**src/rtl/merger_sink_pkg.sv**
```systemverilog
// Shared constants, word/key types and key extraction for the merger sink.
package merger_sink_pkg;
  localparam int DATA_WIDTH_DEF = 128;
  localparam int DEPTH_MIN      = 4;
  localparam int READY_SLACK    = 3;

  typedef logic [2*DATA_WIDTH_DEF-1:0] word_t;
  typedef logic [DATA_WIDTH_DEF-1:0]   key_t;

  // key is the low record (rec0) of a {rec1, rec0} word
  function automatic key_t key_of(input word_t w);
    return w[DATA_WIDTH_DEF-1:0];
  endfunction
endpackage

```
**src/rtl/merger_sink_if.sv**
```systemverilog
// Valid/ready word stream; the merger side uses valid as its write strobe.
interface merger_sink_if #(parameter int W = 256);
  logic         valid;
  logic [W-1:0] data;
  logic         ready;

  modport master (output valid, data, input ready);
  modport slave  (input valid, data, output ready);
endinterface

```
**src/rtl/merger_sink_buf.sv**
```systemverilog
// Show-ahead circular buffer; a pop is resolved before the push so a full
// buffer can accept a word in the same cycle it releases one.
module merger_sink_buf #(
  parameter  int W     = 256,
  parameter  int DEPTH = 8,
  localparam int AW    = $clog2(DEPTH),
  localparam int CW    = AW + 1
) (
  input  logic          i_clk,
  input  logic          i_rst_n,
  input  logic          push_req,
  input  logic          pop_req,
  input  logic [W-1:0]  wdata,
  output logic [W-1:0]  rdata,
  output logic [CW-1:0] count_next,
  output logic          full,
  output logic          empty,
  output logic          push,
  output logic          pop
);
  logic [W-1:0]  mem [DEPTH];
  logic [AW-1:0] rd_ptr, wr_ptr;
  logic [CW-1:0] count;

  assign empty      = (count == '0);
  assign full       = (count == CW'(DEPTH));
  assign pop        = pop_req && !empty;
  assign push       = push_req && (!full || pop);
  assign count_next = count + CW'(push) - CW'(pop);
  assign rdata      = mem[rd_ptr];

  always_ff @(posedge i_clk or negedge i_rst_n) begin
    if (!i_rst_n) begin
      rd_ptr <= '0;
      wr_ptr <= '0;
      count  <= '0;
    end else begin
      if (pop)  rd_ptr <= rd_ptr + AW'(1);
      if (push) wr_ptr <= wr_ptr + AW'(1);
      count <= count_next;
    end
  end

  always_ff @(posedge i_clk) begin
    if (push) mem[wr_ptr] <= wdata;
  end
endmodule

```
**src/rtl/merger_sink.sv**
```systemverilog
// Merger output sink: buffered forwarding, run-length tracking on zero-key
// terminators, overflow flag. Define MERGER_SINK_ORDER_CHECK_EN for key-order checking.
module merger_sink
  import merger_sink_pkg::*;
#(
  parameter int DATA_WIDTH = DATA_WIDTH_DEF,
  parameter int DEPTH      = 8,
  parameter int CNT_W      = 32
) (
  input  logic             i_clk,
  input  logic             i_rst_n,
  merger_sink_if.slave     in_if,
  merger_sink_if.master    out_if,
  output logic             o_run_done,
  output logic [CNT_W-1:0] o_run_len,
  output logic             o_overflow,
  output logic             o_order_err
);
  localparam int CW = $clog2(DEPTH) + 1;

  logic [CW-1:0]         count_next;
  logic                  full, empty, push, pop;
  logic [DATA_WIDTH-1:0] key;
  logic                  is_term;
  logic [CNT_W-1:0]      run_cnt;

  merger_sink_buf #(.W(2*DATA_WIDTH), .DEPTH(DEPTH)) u_buf (
    .i_clk      (i_clk),
    .i_rst_n    (i_rst_n),
    .push_req   (in_if.valid),
    .pop_req    (out_if.ready),
    .wdata      (in_if.data),
    .rdata      (out_if.data),
    .count_next (count_next),
    .full       (full),
    .empty      (empty),
    .push       (push),
    .pop        (pop)
  );

  assign out_if.valid = !empty;
  assign key          = in_if.data[DATA_WIDTH-1:0];
  assign is_term      = (key == '0);

  // merger sees ready a cycle late, so leave room for two in-flight words
  always_ff @(posedge i_clk or negedge i_rst_n) begin
    if (!i_rst_n) in_if.ready <= 1'b0;
    else          in_if.ready <= (count_next <= CW'(DEPTH - READY_SLACK));
  end

  always_ff @(posedge i_clk or negedge i_rst_n) begin
    if (!i_rst_n)                        o_overflow <= 1'b0;
    else if (in_if.valid && full && !pop) o_overflow <= 1'b1;
  end

  always_ff @(posedge i_clk or negedge i_rst_n) begin
    if (!i_rst_n) begin
      run_cnt    <= '0;
      o_run_len  <= '0;
      o_run_done <= 1'b0;
    end else begin
      o_run_done <= 1'b0;
      if (push) begin
        if (is_term) begin
          o_run_len  <= run_cnt;
          o_run_done <= 1'b1;
          run_cnt    <= '0;
        end else if (run_cnt != '1) begin
          run_cnt <= run_cnt + CNT_W'(1);
        end
      end
    end
  end

`ifdef MERGER_SINK_ORDER_CHECK_EN
  // reference of zero after a terminator can never flag the next key
  logic [DATA_WIDTH-1:0] last_key;

  always_ff @(posedge i_clk or negedge i_rst_n) begin
    if (!i_rst_n) begin
      last_key    <= '0;
      o_order_err <= 1'b0;
    end else if (push) begin
      last_key <= key;
      if (!is_term && key < last_key) o_order_err <= 1'b1;
    end
  end
`else
  assign o_order_err = 1'b0;
`endif
endmodule

```
**src/flat_wrapper.sv**
```systemverilog
// flat-port wrapper written by rule: the top's interface ports become plain ports
module merger_sink_flat import merger_sink_pkg::*;
#(
  parameter int DATA_WIDTH = DATA_WIDTH_DEF,
  parameter int DEPTH      = 8,
  parameter int CNT_W      = 32
)
  (i_clk, i_rst_n, o_run_done, o_run_len, o_overflow, o_order_err, in_if_valid, in_if_data, in_if_ready, out_if_valid, out_if_data, out_if_ready);
  merger_sink_if #(.W(2*(128))) in_if_i ();
  merger_sink_if #(.W(2*(128))) out_if_i ();
  input  logic i_clk;
  input  logic i_rst_n;
  output logic o_run_done;
  output logic [CNT_W-1:0] o_run_len;
  output logic o_overflow;
  output logic o_order_err;
  input wire logic [$bits(in_if_i.valid)-1:0] in_if_valid;
  input wire logic [$bits(in_if_i.data)-1:0] in_if_data;
  output wire logic [$bits(in_if_i.ready)-1:0] in_if_ready;
  output wire logic [$bits(out_if_i.valid)-1:0] out_if_valid;
  output wire logic [$bits(out_if_i.data)-1:0] out_if_data;
  input wire logic [$bits(out_if_i.ready)-1:0] out_if_ready;
  assign in_if_i.valid = in_if_valid;
  assign in_if_i.data = in_if_data;
  assign in_if_ready = in_if_i.ready;
  assign out_if_valid = out_if_i.valid;
  assign out_if_data = out_if_i.data;
  assign out_if_i.ready = out_if_ready;
  merger_sink #(.DATA_WIDTH(DATA_WIDTH), .DEPTH(DEPTH), .CNT_W(CNT_W)) u_core (.i_clk(i_clk), .i_rst_n(i_rst_n), .in_if(in_if_i), .out_if(out_if_i), .o_run_done(o_run_done), .o_run_len(o_run_len), .o_overflow(o_overflow), .o_order_err(o_order_err));
endmodule
```
**config.mk**
```make
export PLATFORM = sky130hd
export DESIGN_NAME = merger_sink_flat
export DESIGN_NICKNAME = d
export VERILOG_FILES = /design/src/rtl/merger_sink_pkg.sv /design/src/rtl/merger_sink_if.sv /design/src/rtl/merger_sink_buf.sv /design/src/rtl/merger_sink.sv /design/src/flat_wrapper.sv
export SDC_FILE = /design/constraint.sdc
export NUM_CORES = 2
export LEC_CHECK = 0
export CORE_MARGIN = 2
export CORE_UTILIZATION = 55
export CTS_CLUSTER_SIZE = 16
export DETAILED_ROUTE_END_ITERATION = 10
export PLACE_DENSITY = 0.86
export SLEW_MARGIN = 5
export SYNTH_ARGS = -nofsm -noshare
export SYNTH_HDL_FRONTEND = slang
export SYNTH_HIERARCHICAL = 1
export SYNTH_SLANG_ARGS = --single-unit
```
**constraint.sdc**
```tcl
create_clock -name i_clk -period 56 [get_ports i_clk]
set_input_delay 8.4 -clock i_clk [delete_from_list [all_inputs] [get_ports i_clk]]
set_output_delay 8.4 -clock i_clk [all_outputs]
set_load 0.03 [all_outputs]
```
==> flow_metrics.tcl <==
set metrics [dict create \
    status "complete, no violations" \
    dieArea_um2 150000 \
    power_leakage_nw 30.3 \
    relative_slew_slack 0.220 \
    postSynthNetCount 3621 \
    slew_violations 0 \
    critical_setup_path_kind "reg2out" \
    sum_of_routed_wire_length_over_all_layers_mm 180 \
    arrival_ns 7.04 \
    post-route-drc-count 0 \
    cts_buffers 202 \
    cts-htree-levels 4 \
    critical_path.most_common_cell "sky130_fd_sc_hd__buf_4" \
    clk_pin_slew_ns 0.06 \
    place_hpwl_mm 99.8 \
    cts_post_setup_buffers_inserted 0 \
    rsz_0062_raised_after_global_routing "false" \
    floorplan.rows 140 \
    met2_usage 0.394 \
    worstPathCellList "buf_4 -> buf_12 -> buf_4 -> buf_4 -> mux4_2 -> mux2_2 -> clkdlybuf4s50_1" \
    endpoint_kind "output port" \
    gr-usage-met1 0.321 \
    finish.instance_area_um2 95100 \
    synth_ff_type "sky130_fd_sc_hd__edfxtp_1" \
    part_of_the_yosys_area_used_for_sequential_elements 0.783 \
    initial_utilization 0.555 \
    number_of_antenna_violations_at_the_first_check_in_global_routing 30 \
    wl_per_cell_um 29.5 \
    drtPass1Iterations 6 \
    period_share 0.276 \
    max_freq_ghz 0.0648 \
    final_critical_path_setup_slack_ns 40.56 \
    ant_nets 0 \
    max_cap_viol_count 0 \
    area_delta_synth_final_pct 17.4 \
    detailroute.via_count 38200 \
    ranking_of_synthesized_cells_by_instance_count "sky130_fd_sc_hd__edfxtp_1 (2,048), sky130_fd_sc_hd__mux4_2 (512), sky130_fd_sc_hd__mux2_2 (274)" \
    global_route_wire_length_before_repair_mm 266 \
    placeableCoreArea_um2 146000 \
    number_of_flops_mapped_to_enable_cells_by_yosys 2048 \
    dr.first_iter.drc_count 4207 \
    gr-total-overflow 0 \
    number_of_nets_in_the_layout 4277 \
    power_density_over_the_cells_nw_per_um2 55.6 \
    syn-instance-count 3351 \
    fin_skew_ns 0.0488 \
    global_route_usage_over_all_layers 0.240 \
    tightestPinTransition_ns 1.17 \
    finalWeightedCongestion 0.802 \
    via_per_inst 6.25 \
    n_fill_cell 8730 \
    postSynthRegisterBits 2125 \
    worstSetupStartpointType "register" \
    grtUsageMet3 0.0511 \
    critPathMaxFanout 109 \
    cts_resized 0 \
    grt-busiest-layer "met2" \
    report.final.hold_viol_count 0 \
    ctsLongestPathBuffers 3 \
    min-delay-path-class "reg2reg" \
    crit_slowest_cell "sky130_fd_sc_hd__dfrtp_4" \
    tritoncts_clock_tree "yes" \
    synth.top_cells.by_area "sky130_fd_sc_hd__edfxtp_1 (76%), sky130_fd_sc_hd__mux4_2 (14%), sky130_fd_sc_hd__mux2_2 (3.8%)" \
    yosys.cell_count.top_type "sky130_fd_sc_hd__edfxtp_1" \
    finalWorstPathRequiredPeriod_ns 15.44 \
    first_global_vias 39900 \
    required_ns 47.60 \
    critical-path-max-stage-delay_ns 1.03 \
    clock_sink_count 2125 \
    cts.root.buffer_cell "sky130_fd_sc_hd__clkbuf_16" \
    cp_num_buf_inv 5 \
    yosysUniqueCellTypes 54 \
    io_pins 553 \
    worst-path-stages 7 \
    ff2ff_path_depth 9 \
    die_width_um 388 \
    die_height_um 388 \
    setup_tns_ns 0 \
    postSynthAreaPerCell_um2 24.2 \
    synthesis.yosys.warnings 6 \
    critical-path-top-delay-family "buffers and inverters" \
    largest_area_contributor_in_the_netlist "sky130_fd_sc_hd__edfxtp_1" \
    synthesis.area_um2 81000 \
    postPlaceCellArea_um2 88400 \
    worstSkewPairLatency_ns 0.82 \
    vdd_drop_max_mv 0.0489 \
    synth_top_area_share 0.759 \
    finalSetupViolations 0 \
    number_of_buffers_added_to_fix_hold_violations_after_cts 0 \
    min_delay_path_depth 2 \
    grt_start_max_net_pins 120 \
    synth_async_sr_flop_share 0.0362 \
    numPortBuffers 551 \
    drive_gt1_frac 0.280 \
    dp_worst_setup_slack_ns 41.26 \
]
## path summary, 6_finish.rpt
| kind | from | end | slack, ns |
|---|---|---|---|
| min | u_core/o_run_len[31]$_DFFE_PN0P_ | u_core/o_run_len[31]$_DFFE_PN0P_ | 0.49 |
| min reg2reg | u_core/o_run_len[31]$_DFFE_PN0P_ | u_core/o_run_len[31]$_DFFE_PN0P_ | 0.49 |
| max | u_core/u_buf/rd_ptr[1]$_DFFE_PN0P_ | out_if_data[129] | 40.56 |
| min in group asynchronous | i_rst_n | u_core/o_run_len[18]$_DFFE_PN0P_ | 7.81 |
| max reg2reg | u_core/u_buf/count[2]$_DFF_PN0_ | u_core/u_buf/mem[7][137]$_DFFE_PP_ | 50.91 |
| max in group asynchronous | i_rst_n | u_core/u_buf/rd_ptr[0]$_DFFE_PN0P_ | 47.47 |
## kinds of logic after synthesis
family | Yosys count | share of synthesized area
muxes | 803 | 0.183
DFF | 2125 | 0.783
buffers and inverters | 182 | 0.0139
adders and majority gates | 10 | 0.00164
AOI/OAI and AO/OA | 67 | 0.00584
xor gates and xnor gates | 7 | 0.000757
other | 1 | 0.0000463
and+or+nand+nor | 156 | 0.0112
## area by class of cell
type	instances	area, um^2	share of cell area
flip-flops and latches	2125	63400	0.667
multi-input cells	1044	16500	0.173
repair buffers	615	6050	0.0637
clock buffers	240	5200	0.0547
well taps	1917	2400	0.0252
clock inverters	136	1400	0.0147
inverters	19	71.3	0.000750
diodes	17	42.5	0.000447
## sequential cells by signal, indices dropped and copies added, names as in the netlist
| signal | count |
|---|---|
| u_core/o_overflow | 1 |
| u_core/u_buf/wr_ptr | 3 |
| u_core/u_buf/rd_ptr | 3 |
| u_core/run_cnt | 32 |
| u_core/o_run_done | 1 |
| u_core/o_run_len | 32 |
| u_core/u_buf/mem | 2048 |
| u_core/u_buf/count | 4 |
| u_core/in_if.ready | 1 |
## cell usage in the layout, fill, tap and decap left out, types with 7 or more instances in the layout
cell,netlist,final
sky130_fd_sc_hd__inv_6,0,7
sky130_fd_sc_hd__clkinv_8,0,7
sky130_fd_sc_hd__nand2_1,33,33
sky130_fd_sc_hd__nand4_1,21,21
sky130_fd_sc_hd__mux2_4,10,10
sky130_fd_sc_hd__ha_1,9,9
sky130_fd_sc_hd__clkinv_2,0,37
sky130_fd_sc_hd__inv_1,19,19
sky130_fd_sc_hd__o21ai_0,15,14
sky130_fd_sc_hd__mux4_2,512,512
sky130_fd_sc_hd__o211ai_1,9,9
sky130_fd_sc_hd__nor4_1,38,37
sky130_fd_sc_hd__clkinv_1,0,50
sky130_fd_sc_hd__o311ai_0,9,9
sky130_fd_sc_hd__clkbuf_16,0,202
sky130_fd_sc_hd__diode_2,0,17
sky130_fd_sc_hd__clkdlybuf4s50_1,0,550
sky130_fd_sc_hd__buf_4,2,59
sky130_fd_sc_hd__bufinv_16,0,22
sky130_fd_sc_hd__edfxtp_1,2048,2048
sky130_fd_sc_hd__mux2_2,274,274
sky130_fd_sc_hd__o31ai_1,13,13
sky130_fd_sc_hd__nand3_1,24,23
sky130_fd_sc_hd__a21oi_1,7,7
sky130_fd_sc_hd__nor2_1,9,7
sky130_fd_sc_hd__clkbuf_1,50,38
sky130_fd_sc_hd__dfrtp_1,77,74
## through the flow
step / utilization / hold slack [ns] / power (W) / instances
5_1_grt: 0.652 / 0.519 / 0.00545 / 6110
4_1_cts: 0.651 / 0.494 / 0.00532 / 6096
2_1_floorplan: - / 0.480 / 0.00347 / 3351
6_report: 0.652 / 0.491 / 0.00528 / 6113
3_3_place_gp: 0.606 / 0.480 / 0.00391 / 5720
3_5_place_dp: 0.606 / 0.477 / 0.00396 / 5720
## where the power goes
part | leakage [nW] | switching (W) | internal (W) | total (W)
sequential | 19.6 | 0.0000853 | 0.00199 | 0.00207
combinational | 7.42 | 0.00104 | 0.000819 | 0.00186
clock | 3.22 | 0.000579 | 0.000767 | 0.00135
total | 30.3 | 0.00171 | 0.00358 | 0.00528
## layer usage
metal  vias up  part of all wire
li1      15700                 -
met1     20200              0.38
met2      1939              0.51
met3       331             0.083
met4        24             0.030
met5         -           0.00097
## worst register-to-register path, delay by kind of cell, from the launching register on
kind	cells	cell delay [ns]
buffers and inverters	5	2.91
and+or+nand+nor	2	1.05
DFF	1	0.33
adders and majority gates	1	0.23
AOI/OAI and AO/OA	1	0.09
Power figures use the tool's default switching activity.
